<file path="src/rtl/fetch_pkg.sv">
`default_nettype none
// ============================================================================
// Module     : fetch_pkg
// Description: Shared types and constants for the instruction fetch unit.
//              Holds the fetch FSM state encoding, the NOP instruction that is
//              injected into the IF/ID register, and the default reset PC.
// Revision   : 1.0 - initial release
// ============================================================================
package fetch_pkg;

  // Fetch FSM states:
  //   S_IDLE - first cycle after reset, no request issued
  //   S_WAIT - request outstanding (or being issued) at the current PC
  //   S_HOLD - response captured while decode stalled; word sits in buffer
  //   S_DROP - a redirected request is still in flight; its response is dropped
  typedef enum logic [1:0] {
    S_IDLE = 2'd0,
    S_WAIT = 2'd1,
    S_HOLD = 2'd2,
    S_DROP = 2'd3
  } fetch_state_t;

  // addi x0, x0, 0
  localparam logic [31:0] c_NOP_INSN         = 32'h0000_0013;
  localparam logic [31:0] c_RESET_PC_DEFAULT = 32'h0000_0000;

endpackage : fetch_pkg
`default_nettype wire

</file>
<file path="src/rtl/fetch_unit.sv">
`default_nettype none
// ============================================================================
// Module     : fetch_unit
// Description: Single-outstanding-request instruction fetch stage. Issues
//              word-aligned requests to instruction memory, presents the
//              returned word (or a held copy) to the IF/ID register, and
//              handles decode stalls and branch redirects.
// Ports      : clk, rst (sync, active-low)
//              StallF, BranchTaken, BranchTarget  - pipeline control in
//              imem_req, imem_addr                 - memory request out
//              imem_rvalid, imem_rdata             - memory response in
//              Addr, Inst, StallD, FlushD          - IF/ID register control
//              MisalignF                           - only with FETCH_ALIGN_CHK_EN
// Config     : FETCH_ALIGN_CHK_EN - adds registered MisalignF output flagging
//              redirects whose target has nonzero low bits.
// Revision   : 1.0 - initial release
// ============================================================================
module fetch_unit
  import fetch_pkg::*;
#(
  parameter logic [31:0] RESET_PC = c_RESET_PC_DEFAULT
) (
  input  logic        clk,
  input  logic        rst,
  input  logic        StallF,
  input  logic        BranchTaken,
  input  logic [31:0] BranchTarget,
  output logic        imem_req,
  output logic [31:0] imem_addr,
  input  logic        imem_rvalid,
  input  logic [31:0] imem_rdata,
  output logic [31:0] Addr,
  output logic [31:0] Inst,
  output logic        StallD,
  output logic        FlushD
`ifdef FETCH_ALIGN_CHK_EN
  ,
  output logic        MisalignF
`endif
);

  fetch_state_t r_state;
  fetch_state_t w_state_next;
  logic [31:0]  r_pc;
  logic [31:0]  w_pc_next;
  logic [31:0]  r_buf;
  logic [31:0]  w_buf_next;
  logic [31:0]  w_target;
  logic [31:0]  w_pc_inc;
  logic [31:0]  w_word;
  logic         w_fetch_valid;

  // Redirect targets are always forced to a word boundary.
  assign w_target = {BranchTarget[31:2], 2'b00};
  // Natural 32-bit wrap: 0xFFFF_FFFC + 4 -> 0x0000_0000.
  assign w_pc_inc = r_pc + 32'd4;

  // --------------------------------------------------------------------------
  // State register
  // --------------------------------------------------------------------------
  always_ff @(posedge clk) begin
    if (!rst) begin
      r_state <= S_IDLE;
      r_pc    <= RESET_PC;
      r_buf   <= c_NOP_INSN;
    end else begin
      r_state <= w_state_next;
      r_pc    <= w_pc_next;
      r_buf   <= w_buf_next;
    end
  end

  // --------------------------------------------------------------------------
  // Next-state logic. A redirect always wins over a stall.
  // --------------------------------------------------------------------------
  always_comb begin
    w_state_next = r_state;
    w_pc_next    = r_pc;
    w_buf_next   = r_buf;
    case (r_state)
      S_IDLE: begin
        w_state_next = S_WAIT;
        if (BranchTaken) w_pc_next = w_target;
      end
      S_WAIT: begin
        if (BranchTaken) begin
          w_pc_next = w_target;
          // With no response yet, the in-flight request must be drained.
          w_state_next = imem_rvalid ? S_WAIT : S_DROP;
        end else if (imem_rvalid) begin
          if (!StallF) begin
            w_pc_next = w_pc_inc;
          end else begin
            w_buf_next   = imem_rdata;
            w_state_next = S_HOLD;
          end
        end
      end
      S_HOLD: begin
        if (BranchTaken) begin
          w_pc_next    = w_target;
          w_state_next = S_WAIT;
        end else if (!StallF) begin
          w_pc_next    = w_pc_inc;
          w_state_next = S_WAIT;
        end
      end
      S_DROP: begin
        if (BranchTaken) w_pc_next = w_target;
        if (imem_rvalid) w_state_next = S_WAIT;
      end
      default: w_state_next = S_IDLE;
    endcase
  end

  // --------------------------------------------------------------------------
  // Output logic. Reset forces the IF/ID interface to a flushed NOP.
  // --------------------------------------------------------------------------
  always_comb begin
    w_word        = c_NOP_INSN;
    w_fetch_valid = 1'b0;
    case (r_state)
      S_WAIT: begin
        w_word        = imem_rdata;
        w_fetch_valid = imem_rvalid & ~StallF & ~BranchTaken;
      end
      S_HOLD: begin
        w_word        = r_buf;
        w_fetch_valid = ~StallF & ~BranchTaken;
      end
      default: begin
        w_word        = c_NOP_INSN;
        w_fetch_valid = 1'b0;
      end
    endcase
    if (!rst) w_fetch_valid = 1'b0;

    imem_req  = rst & (r_state == S_WAIT);
    imem_addr = r_pc;
    StallD    = rst & StallF & ~BranchTaken;
    FlushD    = ~rst | BranchTaken | (~w_fetch_valid & ~StallF);
    Inst      = (~StallD & ~FlushD) ? w_word : c_NOP_INSN;
    Addr      = rst ? r_pc : RESET_PC;
  end

`ifdef FETCH_ALIGN_CHK_EN
  logic r_misalign;

  // Each redirect re-evaluates the flag, so an aligned redirect clears it.
  always_ff @(posedge clk) begin
    if (!rst) begin
      r_misalign <= 1'b0;
    end else if (BranchTaken) begin
      r_misalign <= |BranchTarget[1:0];
    end
  end

  assign MisalignF = r_misalign;
`else
  // Low target bits are silently discarded in this build.
  logic w_unused_tgt_lsb;
  assign w_unused_tgt_lsb = ^BranchTarget[1:0];
`endif

endmodule : fetch_unit
`default_nettype wire
</file>
<file path="config.mk">
export PLATFORM = sky130hd
export DESIGN_NAME = fetch_unit
export DESIGN_NICKNAME = d
export VERILOG_FILES = /design/src/rtl/fetch_pkg.sv /design/src/rtl/fetch_unit.sv
export SDC_FILE = /design/constraint.sdc
export NUM_CORES = 1
export LEC_CHECK = 0
export BUFFER_PORTS_ARGS = -buffer_cell sky130_fd_sc_hd__buf_2
export CORE_MARGIN = 2
export CORE_UTILIZATION = 40
export CTS_CLUSTER_SIZE = 14
export DETAILED_ROUTE_END_ITERATION = 6
export PLACE_DENSITY_LB_ADDON = 0.15
export SLEW_MARGIN = 10
export SYNTH_ARGS = -nofsm -noshare
export SYNTH_HDL_FRONTEND = slang
export SYNTH_SLANG_ARGS = --single-unit
</file>
<file path="constraint.sdc">
create_clock -name clk -period 7.4 [get_ports clk]
set_input_delay 0.74 -clock clk [delete_from_list [all_inputs] [get_ports clk]]
set_output_delay 0.74 -clock clk [all_outputs]
set_load 0.1 [all_outputs]
</file>
==> results of run 1 <==
[metrics by stage]
step           hold WS, ps  cell area, um^2  power (uW)
6_report               458             4850        1120
5_1_grt                473             4850        1170
4_1_cts                458             4850        1120
3_5_place_dp           447             4630         785
3_3_place_gp           442             4630         780
2_1_floorplan          437             3820         708
[Yosys cell counts (5+ instances only)]
cell type / number
a21oi_1: 53
o22ai_1: 6
a22oi_1: 31
and2_1: 35
nor3_1: 9
ha_1: 5
nor2_1: 60
nand3_1: 17
a31oi_1: 5
nor4_1: 7
o21ai_0: 16
clkbuf_1: 43
nand4_1: 9
dfxtp_1: 64
nand2_1: 96
and3_1: 6
[worst max-delay path, stage by stage (launching register included)]
cell	delay (ps)
dfxtp_1	340
inv_1	90
ha_1	920
nor2_1	110
or3_1	850
a221o_1	450
buf_2	300
[metal layers]
metal	vias to the layer above	share of wire	global-route usage
met5	-	0	0
met4	0	0.017	0.0852
met3	19	0.068	0.0462
met2	153	0.47	0.367
met1	2100	0.45	0.292
li1	2161	-	-
[flip-flops by register name, summed over array words and instances (netlist names)]
name,flops
r_state,2
imem_addr,30
r_buf,32
[power by group through the flow]
stage	clock network (uW)	logic [uW]	registers, uW
2_1_floorplan	0	208	500
5_1_grt	363	407	397
4_1_cts	345	385	393
6_report	340	385	393
3_5_place_dp	0	384	401
3_3_place_gp	0	381	399
[worst min path at each step]
stage                             endpoint  slack, ps                    from  cells after the start
global route        r_buf[16]$_SDFFE_PN0P_        470  r_buf[16]$_SDFFE_PN0P_                      2
CTS                 r_buf[14]$_SDFFE_PN0P_        460  r_buf[14]$_SDFFE_PN0P_                      2
floorplan           r_buf[10]$_SDFFE_PN0P_        440  r_buf[10]$_SDFFE_PN0P_                      2
detailed placement  r_buf[14]$_SDFFE_PN0P_        450  r_buf[14]$_SDFFE_PN0P_                      2
global placement    r_buf[30]$_SDFFE_PN0P_        440  r_buf[30]$_SDFFE_PN0P_                      2
finish              r_buf[30]$_SDFFE_PN0P_        460  r_buf[30]$_SDFFE_PN0P_                      2
[final cells by class]
class,count,area share
tap,129,0.0333
timing repair buffer,166,0.174
clock inverter,5,0.0165
sequential,64,0.264
multi-input combinational,421,0.479
antenna,1,0.000516
clock buffer,11,0.0292
inverter,5,0.00387
[cell families after synthesis]
logic type               share of synthesized area
AND/OR/NAND/NOR                              0.321
AO/OA/AOI/OAI                                0.254
flip-flops                                   0.337
buffers and inverters                       0.0579
adder cells (fa/ha/maj)                     0.0164
multiplexers                                0.0105
other                                     0.000985
XOR/XNOR                                   0.00230
==> qor.log, run 1 <==
[run_status] status completed
[die] Die Ht 102 um
[die] IO Pins 168
[timing] portion of the clock cycle consumed by the worst path in the final layout 0.560
[timing] unrepaired setup endpoints after global routing no
[timing] Final Worst Setup Slack 3250 ps
[synthesis] flop and latch count out of synthesis 64
[setup_path] maximum fanout along the worst path 32
[power_and_ir_drop] power density cells 230 mW/mm^2
[global_routing] first-pass GRT wire length 18700 um
[clocking] hold-fix buffer count after cts 0
[finish] total area of sequential cells 0.00128 mm^2
[die] effective utilization at floorplan 0.412
[clocking] number of H-tree levels 3
[timing] worst clock skew 8.92 ps
[global_routing] number of global-route vias before repair 3879
[clocking] count of cells resized by post-cts repair 0
[setup_path] data arrival at the endpoint of the critical path 3410 ps
[synthesis] average instance area after synthesis 7.10 um^2
[finish] most common cell after layout, fill and taps aside buf_2
[timing] clock period minus final worst setup slack 4150 ps
[global_routing] maximum number of pins on one net before global-route repair 55
[power_and_ir_drop] worst vdd rail ir drop 0.147 mV
[detailed_routing] Post-route DRC 0
[finish] Util after Layout 0.525
[clocking] CTS tree done
[setup_path] critical path startpoint r_state[0]$_SDFFE_PN0P_
[clocking] deepest clock path buffer count 2
[setup_path] worst r2r path cells 6
[timing] setup TNS 0 ps
[detailed_routing] total via count in the routed design 4433
[setup_path] Setup crit end kind primary output
[setup_path] sort of element at the start of the critical path flop
[worst_hold_path] hold crit path type reg -> reg
[global_routing] Total Routing Usage GR 0.225
[die] row cnt 35
[power_and_ir_drop] NetSw 475 uW
[clocking] Num CTS Buffers 9
[finish] post-synthesis to final-layout area growth 27.4%
[clocking] post-CTS setup buffer count 0
[detailed_routing] routed via count divided by cell count 5.53
[setup_path] endpoint of the most critical setup path Inst[0]
[detailed_routing] average wire per standard cell 14.8 um
[synthesis] post-synthesis instance total 536
[placement] count of buffers from port buffering 161
[clocking] clock latency of the later-clocked register in the worst-skew pair 340 ps
[timing] worst slew margin relative to its limit 0.213
[finish] post-layout instance count excluding filler cells 802
[timing] Max Slew Vio Count 0
[finish] number of filler instances in the final layout 960
[synthesis] Synth cell types 51
[global_routing] overflow left after global routing 0
[synthesis] number of flops mapped to enable cells by yosys 0
[synthesis] proportion of synthesized chip area in sequential cells 0.337
[finish] commonest cells after routing, fill and taps aside buf_2 (161), nand2_1 (96), dfxtp_1 (64), nor2_1 (60), a21oi_1 (53)
[setup_path] reg-to-reg critical path startpoint r_state[0]$_SDFFE_PN0P_
[global_routing] antenna violations before repair 1
[synthesis] leading register cell type out of synthesis dfxtp_1
[setup_path] required time of the worst setup path 6660 ps
[synthesis] leading post-synthesis cells by cell area dfxtp_1 (34%), nand2_1 (9.5%), a21oi_1 (7.0%), a22oi_1 (6.1%), nor2_1 (5.9%)
[power_and_ir_drop] switching part of the total 0.425
[flow_run] number of maximum-capacitance constraint violations 0
[placement] RePlAce Congestion 0.839
[synthesis] Synth Cell Area 0.00381 mm^2
[clocking] CTS Sinks 64
[detailed_routing] Final Routed Wirelength 11900 um
[die] Horiz. Die Dim 102 um
[synthesis] share of the synthesized area in the top cell type 0.337
[power_and_ir_drop] proportion of power drawn by flip-flops and latches 0.352
[die] full die area 0.0103 mm^2
[timing] Fmax achieved 241 MHz
[detailed_routing] final antenna-violating net count 0
[setup_path] worst setup path class reg -> out
[finish] number of nets at the end of the flow 741
[placement] pre-CTS WS 3410 ps
[finish] footprint of the multi-input gates 0.00232 mm^2
[timing] final setup violation count 0
[finish] ratio of cells with drive above 1 in the final layout 0.283
[placement] Post-DP HPWL 7990 um
[setup_path] setup slack, reg-to-reg 4520 ps
[synthesis] fraction of registers with async set/reset 0
[timing] number of hold-slack violations in the final timing report 0
[synthesis] library cell occupying the most area in the post-synthesis netlist dfxtp_1
[power_and_ir_drop] proportion of power drawn by combinational gates 0.344
[clocking] master cell of the clock root buffer clkbuf_8
[die] Core Area 0.00924 mm^2
[setup_path] endpoint of the lowest-slack register-to-register path imem_addr[20]$_SDFFE_PN0P_
[placement] placed cell count 785
[power_and_ir_drop] Static Leakage 0.00208 uW
[synthesis] Synth warnings 0
[detailed_routing] Detailed Route Iter0 Violations 222
[detailed_routing] TritonRoute pass-1 iters 4
[timing] Tightest Pin Transition 1180 ps
[power_and_ir_drop] cell-internal power 642 uW
[power_and_ir_drop] share of power burned in the clock network 0.304
[clocking] clock transition at the register clock pins on the worst setup and hold paths after CTS 70 ps
(Power assumes the default switching activity.)
==> inputs of run 2 (changes only) <==
Settings changed: ABC_AREA set to 1.
Clock period 7.4 ns to 3.4 ns, I/O delays scaled along.
==> qor.log, run 2 <==
[finish] post-synthesis to final-layout area growth 35.9%
[finish] number of filler instances in the final layout 1069 [+11%]
[detailed_routing] TritonRoute pass-1 iters 6 [+2]
[placement] placed cell count 1007 [+28%]
[clocking] post-CTS setup buffer count 0 [unchanged]
[finish] number of flip-flops under the largest register name 32 [unchanged]
[power_and_ir_drop] cell-internal power 1440 uW [+120%]
[synthesis] fraction of registers with async set/reset 0 [unchanged]
[synthesis] Synth Cell Area 0.00423 mm^2 [+11%]
[global_routing] GRT met3 Usage 0.0626 [+0.0164]
[power_and_ir_drop] share of power burned in the clock network 0.283 [-0.021]
[setup_path] Setup crit end kind primary output
[clocking] CTS tree done
[timing] Max Slew Vio Count 0 [unchanged]
[power_and_ir_drop] power density cells 476 mW/mm^2 [+110%]
[timing] portion of the clock cycle consumed by the worst path in the final layout 0.874
[die] full die area 0.0114 mm^2 [+11%]
[setup_path] data arrival at the endpoint of the critical path 2630 ps [-780 ps]
[worst_hold_path] hold crit path type in -> reg
[setup_path] maximum fanout along the worst path 30 [-6.3%]
[detailed_routing] average wire per standard cell 13.0 um [-12%]
[synthesis] library cell occupying the most area in the post-synthesis netlist dfxtp_1
[detailed_routing] routed via count divided by cell count 4.89 [-11%]
[global_routing] GR Util met2 0.412 [+0.0443]
[setup_path] worst setup path class reg -> out
[setup_path] sort of element at the start of the critical path flop
[run_status] status completed
[synthesis] share of the synthesized area in the top cell type 0.303 [-0.0336]
[worst_hold_path] launch point of the worst hold path imem_rdata[1]
[synthesis] leading post-synthesis cells by cell area dfxtp_1 (30%), nand2_1 (21%), nor2_1 (14%), o21ai_1 (6.7%), inv_1 (5.5%)
[synthesis] number of flops mapped to enable cells by yosys 0 [unchanged]
[setup_path] required time of the worst setup path 3060 ps [-3600 ps]
[power_and_ir_drop] overall power after layout 2730 uW [+140%]
[detailed_routing] total via count in the routed design 5006 [+13%]
[detailed_routing] Detailed Route Iter0 Violations 280 [+26%]
[timing] setup TNS 0 ps [unchanged]
[timing] Fmax achieved 337 MHz
[finish] number of nets at the end of the flow 956 [+29%]
[timing] clock period minus final worst setup slack 2970 ps
[global_routing] busiest layer in global routing met2
[power_and_ir_drop] switching part of the total 0.472 [+0.0468]
[power_and_ir_drop] proportion of power drawn by flip-flops and latches 0.329 [-0.023]
[clocking] clock latency of the later-clocked register in the worst-skew pair 350 ps [about the same]
[detailed_routing] final antenna-violating net count 0 [unchanged]
[synthesis] ranking of synthesized cells by instance count nand2_1 (242), nor2_1 (154), dfxtp_1 (64)
[power_and_ir_drop] NetSw 1290 uW [+170%]
[die] Die Ht 107 um [+5.2%]
[finish] ratio of cells with drive above 1 in the final layout 0.234 [-0.0482]
[global_routing] maximum number of pins on one net before global-route repair 71 [+29%]
[die] row cnt 37 [+5.7%]
[die] Core Area 0.0103 mm^2 [+11%]
[global_routing] overflow left after global routing 0 [unchanged]
[clocking] deepest clock path buffer count 2 [unchanged]
[finish] most common cell after layout, fill and taps aside nand2_1
[finish] total area of sequential cells 0.00128 mm^2 [unchanged]
[power_and_ir_drop] proportion of power drawn by combinational gates 0.388 [+0.044]
[timing] number of hold-slack violations in the final timing report 0 [unchanged]
[power_and_ir_drop] worst vdd rail ir drop 0.255 mV [+73%]
[synthesis] most frequent cell after synthesis nand2_1
[global_routing] number of global-route vias before repair 4719 [+22%]
[synthesis] average instance area after synthesis 5.71 um^2 [-20%]
[timing] final setup violation count 0 [unchanged]
[global_routing] Total Routing Usage GR 0.236 [+0.0110]
[synthesis] flop and latch count out of synthesis 64 [unchanged]
[die] Horiz. Die Dim 107 um [+5.2%]
[clocking] count of cells resized by post-cts repair 0 [unchanged]
[global_routing] met1 usage in global routing 0.272 [-0.0196]
[synthesis] Synth cell types 32 [-37%]
[clocking] CTS Sinks 64 [unchanged]
[die] IO Pins 168 [unchanged]
[detailed_routing] Final Routed Wirelength 13300 um [+12%]
[clocking] clock transition at the register clock pins on the worst setup and hold paths after CTS 80 ps [about the same]
[placement] pre-CTS WS 760 ps [-2650 ps]
[die] effective utilization at floorplan 0.411 [-0.000545]
[clocking] master cell of the clock root buffer clkbuf_8
[placement] count of buffers from port buffering 161 [unchanged]
[synthesis] leading register cell type out of synthesis dfxtp_1
[finish] footprint of the multi-input gates 0.00251 mm^2 [+8.2%]
[placement] RePlAce Congestion 0.891 [+6.2%]
[timing] worst hold slack across all endpoints 223 ps [-236 ps]
[clocking] number of H-tree levels 3 [unchanged]
[flow_run] number of maximum-capacitance constraint violations 0 [unchanged]
[synthesis] Synth warnings 0 [unchanged]
[clocking] hold-fix buffer count after cts 0 [unchanged]
[timing] worst slew margin relative to its limit 0.559 [+0.347]
[synthesis] post-synthesis instance total 740 [+38%]
[placement] Post-DP HPWL 9640 um [+21%]
[detailed_routing] Post-route DRC 0 [unchanged]
[finish] commonest cells after routing, fill and taps aside nand2_1 (242), nor2_1 (154), buf_2 (132), dfxtp_1 (64), inv_1 (62)
[setup_path] reg-to-reg critical path startpoint r_state[0]$_SDFFE_PN0P_
[finish] register ranked first by flip-flop count r_buf
[clocking] Num CTS Buffers 9 [unchanged]
[setup_path] critical path startpoint r_state[1]$_SDFFE_PN0P_
[timing] Tightest Pin Transition 661 ps [-520 ps]
[timing] worst clock skew 11.5 ps [+2.60 ps]
[finish] post-layout instance count excluding filler cells 1023 [+28%]
[synthesis] proportion of synthesized chip area in sequential cells 0.303 [-0.0336]
[timing] unrepaired setup endpoints after global routing no
[global_routing] antenna violations before repair 0 [-1]
[timing] Final Worst Setup Slack 430 ps [-2820 ps]
[finish] number of antenna cells inserted 0 [-1]
[global_routing] first-pass GRT wire length 21700 um [+16%]
[power_and_ir_drop] Static Leakage 0.00274 uW [+32%]
run 2: cell types whose count changed after synthesis, sizes merged, moves of 7 or more:
cell / before / now
nor2: 60 / 156
o21ai: 16 / 65
and2: 35 / 0
a22oi: 31 / 1
a21oi: 53 / 31
nand3: 17 / 41
nand2: 97 / 244
nand4: 9 / 2
clkbuf: 43 / 27
inv: 5 / 72
run 2: worst max-delay path: stages (launching register included):
cell	delay, ps
dfxtp_1	410
ha_1	170
buf_4	300
o21ai_1	150
nor4_4	320
inv_2	360
a21oi_1	340
buf_12	220
run 2: per-stage QoR:
step | util | area, um^2
finish | 0.559 | 5750
global route | 0.559 | 5750
CTS | 0.559 | 5750
detailed placement | 0.537 | 5520
global placement | 0.537 | 5520
floorplan | - | 4240
run 2: path summary, 6_finish.rpt:
kind | endpoint | slack, ps | cells after the start
worst min-delay path | r_buf[1]$_SDFFE_PN1P_ | 220 | 3
worst max-delay path | Inst[2] | 430 | 7
worst max register to register | imem_addr[2]$_SDFFE_PN0P_ | 1300 | 9
worst min register to register | r_buf[0]$_SDFFE_PN1P_ | 470 | 2
run 2: cell type report:
cell class / count / area share
multi-input combinational: 568 / 0.437
sequential: 64 / 0.223
timing repair buffer: 166 / 0.223
inverter: 73 / 0.0477
tap: 136 / 0.0296
clock buffer: 10 / 0.0239
clock inverter: 6 / 0.0161
run 2: cells by family after synthesis:
kind of cell | synth area share
AO/OA/AOI/OAI | 0.136
XOR/XNOR | 0.0145
adder cells (fa/ha/maj) | 0.0148
buffers and inverters | 0.107
flip-flops | 0.303
other | 0.000887
AND/OR/NAND/NOR | 0.424
run 2: routing by layer:
layer | vias to the layer above | wire length (um)
li1 | 2585 | -
met1 | 2228 | 5560
met2 | 168 | 6300
met3 | 25 | 1050
met4 | 0 | 349
met5 | - | 0
run 2: power groups by stage:
stage | sequential [uW] | clock [uW] | combinational (uW)
floorplan | 1230 | 0 | 546
global placement | 911 | 0 | 1060
detailed placement | 916 | 0 | 1060
CTS | 898 | 789 | 1070
global route | 910 | 814 | 1130
finish | 900 | 773 | 1060
==> inputs of run 3 (changes only) <==
Settings changed: CORE_ASPECT_RATIO set to 1.2.
==> qor.log, run 3 (synthesis gave the netlist of run 2 again) <==
[run_status] status completed
[timing] Max Slew Vio Count 0 [unchanged]
[clocking] master cell of the clock root buffer clkbuf_16
[die] Die Ht 117 um [+9.2%]
[setup_path] sort of element at the start of the critical path flop
[placement] RePlAce Congestion 0.910 [+2.0%]
[detailed_routing] routed via count divided by cell count 4.91 [+0.43%]
[die] Horiz. Die Dim 97.9 um [-8.4%]
[finish] number of flip-flops under the largest register name 32 [unchanged]
[global_routing] maximum number of pins on one net before global-route repair 71 [unchanged]
[timing] Fmax achieved 353 MHz [+4.8%]
[setup_path] maximum fanout along the worst path 29 [-3.3%]
[clocking] clock transition at the register clock pins on the worst setup and hold paths after CTS 60 ps [-20 ps]
[power_and_ir_drop] power density cells 498 mW/mm^2 [+4.6%]
[detailed_routing] Final Routed Wirelength 13400 um [+1.1%]
[global_routing] Total Routing Usage GR 0.234 [-0.00171]
[die] full die area 0.0114 mm^2 [about the same]
[global_routing] busiest layer in global routing met2
[setup_path] data arrival at the endpoint of the critical path 2490 ps [-140 ps]
[flow_run] number of maximum-capacitance constraint violations 0 [unchanged]
[finish] register ranked first by flip-flop count r_buf
[timing] worst slew margin relative to its limit 0.530 [-0.0294]
[global_routing] GR Util met2 0.415 [+0.00333]
[setup_path] worst setup path class reg -> out
[clocking] number of H-tree levels 3 [unchanged]
[timing] worst clock skew 7.73 ps [-3.79 ps]
[clocking] hold-fix buffer count after cts 0 [unchanged]
[die] Core Area 0.0104 mm^2 [+1.3%]
[power_and_ir_drop] Static Leakage 0.00277 uW [+1.1%]
[timing] final setup violation count 0 [unchanged]
[clocking] CTS tree done
[global_routing] number of global-route vias before repair 4658 [-1.3%]
[die] row cnt 41 [+11%]
[detailed_routing] final antenna-violating net count 0 [unchanged]
[detailed_routing] TritonRoute pass-1 iters 4 [-2]
[finish] post-synthesis to final-layout area growth 37.2%
[placement] Post-DP HPWL 9800 um [+1.6%]
[global_routing] antenna violations before repair 0 [unchanged]
[timing] setup TNS 0 ps [unchanged]
[detailed_routing] average wire per standard cell 13.2 um [+1.7%]
[global_routing] overflow left after global routing 0 [unchanged]
[setup_path] required time of the worst setup path 3060 ps [about the same]
[finish] number of filler instances in the final layout 1077 [+0.75%]
[finish] Util after Layout 0.557 [-0.00228]
[timing] clock period minus final worst setup slack 2830 ps [-136 ps]
[clocking] count of cells resized by post-cts repair 0 [unchanged]
[timing] portion of the clock cycle consumed by the worst path in the final layout 0.833 [-0.0401]
[finish] number of nets at the end of the flow 956 [unchanged]
[setup_path] Setup crit end kind primary output
[finish] ratio of cells with drive above 1 in the final layout 0.233 [-0.00113]
[global_routing] met1 usage in global routing 0.271 [-0.00122]
[clocking] Num CTS Buffers 9 [unchanged]
[power_and_ir_drop] overall power after layout 2890 uW [+5.5%]
[detailed_routing] Detailed Route Iter0 Violations 255 [-8.9%]
[clocking] CTS Sinks 64 [unchanged]
[global_routing] GRT met3 Usage 0.0419 [-0.0207]
[global_routing] first-pass GRT wire length 21800 um [+0.35%]
[placement] count of buffers from port buffering 161 [unchanged]
[timing] unrepaired setup endpoints after global routing no
[finish] commonest cells after routing, fill and taps aside nand2_1 (242), nor2_1 (154), buf_2 (132), dfxtp_1 (64), inv_1 (62)
[die] IO Pins 168 [unchanged]
[clocking] post-CTS setup buffer count 0 [unchanged]
[clocking] clock latency of the later-clocked register in the worst-skew pair 330 ps [-20 ps]
[die] effective utilization at floorplan 0.406 [-0.00539]
[timing] Tightest Pin Transition 705 ps [+44.0 ps]
[detailed_routing] total via count in the routed design 4998 [-0.16%]
[power_and_ir_drop] worst vdd rail ir drop 0.254 mV [-0.57%]
[detailed_routing] Post-route DRC 0 [unchanged]
[finish] most common cell after layout, fill and taps aside nand2_1
[timing] number of hold-slack violations in the final timing report 0 [unchanged]
[worst_hold_path] hold crit path type in -> reg
[clocking] deepest clock path buffer count 2 [unchanged]
run 3: cell types whose count changed in the layout (fill, tap and decap cells not counted):
cell and change:
bufinv_16 -1, clkbuf_1 +1, clkbuf_16 +9, clkbuf_8 -10, clkinv_2 +3, clkinv_4 -2
diode_2 +1
run 3: critical path, cell delays in order (launching register included):
cell and delay (ps):
dfxtp_1 390, inv_1 90, ha_1 340, nor2_4 100
o21ai_1 100, nor4_4 270, inv_2 330, a21oi_1 320
buf_12 210
run 3: through the flow:
step | hold WS, ps | std cells | worst slack [ps] | instance area (um^2)
2_1_floorplan | 429 | 743 | 101 | 4240
3_3_place_gp | 439 | 1000 | 948 | 5510
3_5_place_dp | 446 | 1000 | 860 | 5510
4_1_cts | 229 | 1016 | 499 | 5800
5_1_grt | 261 | 1016 | 392 | 5800
6_report | 241 | 1017 | 567 | 5800
run 3: layout make-up:
type | count | area [um^2] | share of cell area
antenna | 1 | 2.50 | 0.000431
clock buffer | 10 | 229 | 0.0395
inverter | 73 | 274 | 0.0472
multi-input combinational | 568 | 2510 | 0.433
clock inverter | 6 | 60.1 | 0.0104
tap | 129 | 161 | 0.0278
timing repair buffer | 166 | 1280 | 0.220
sequential | 64 | 1280 | 0.221
run 3: final timing paths:
check                          startpoint  slack [ps]                      to  depth (start not counted)
setup / recovery  r_state[0]$_SDFFE_PN0P_         570                 Inst[2]                          8
hold / removal              imem_rdata[1]         240   r_buf[1]$_SDFFE_PN1P_                          3
setup reg to reg  r_state[0]$_SDFFE_PN0P_        1090  r_buf[24]$_SDFFE_PN0P_                          7
hold reg to reg     r_buf[4]$_SDFFE_PN1P_         460   r_buf[4]$_SDFFE_PN1P_                          2
run 3: power by group:
part / switching, uW / internal [uW] / total [uW]
sequential: 89.5 / 815 / 905
combinational: 869 / 195 / 1060
clock: 354 / 564 / 918
run 3: layer usage:
| metal | part of all wire | vias up | routed length (um) |
|---|---|---|---|
| met3 | 0.060 | 32 | 799 |
| met1 | 0.41 | 2223 | 5540 |
| met4 | 0.036 | 0 | 477 |
| met2 | 0.49 | 160 | 6580 |
| met5 | 0 | - | 0 |
| li1 | - | 2583 | - |
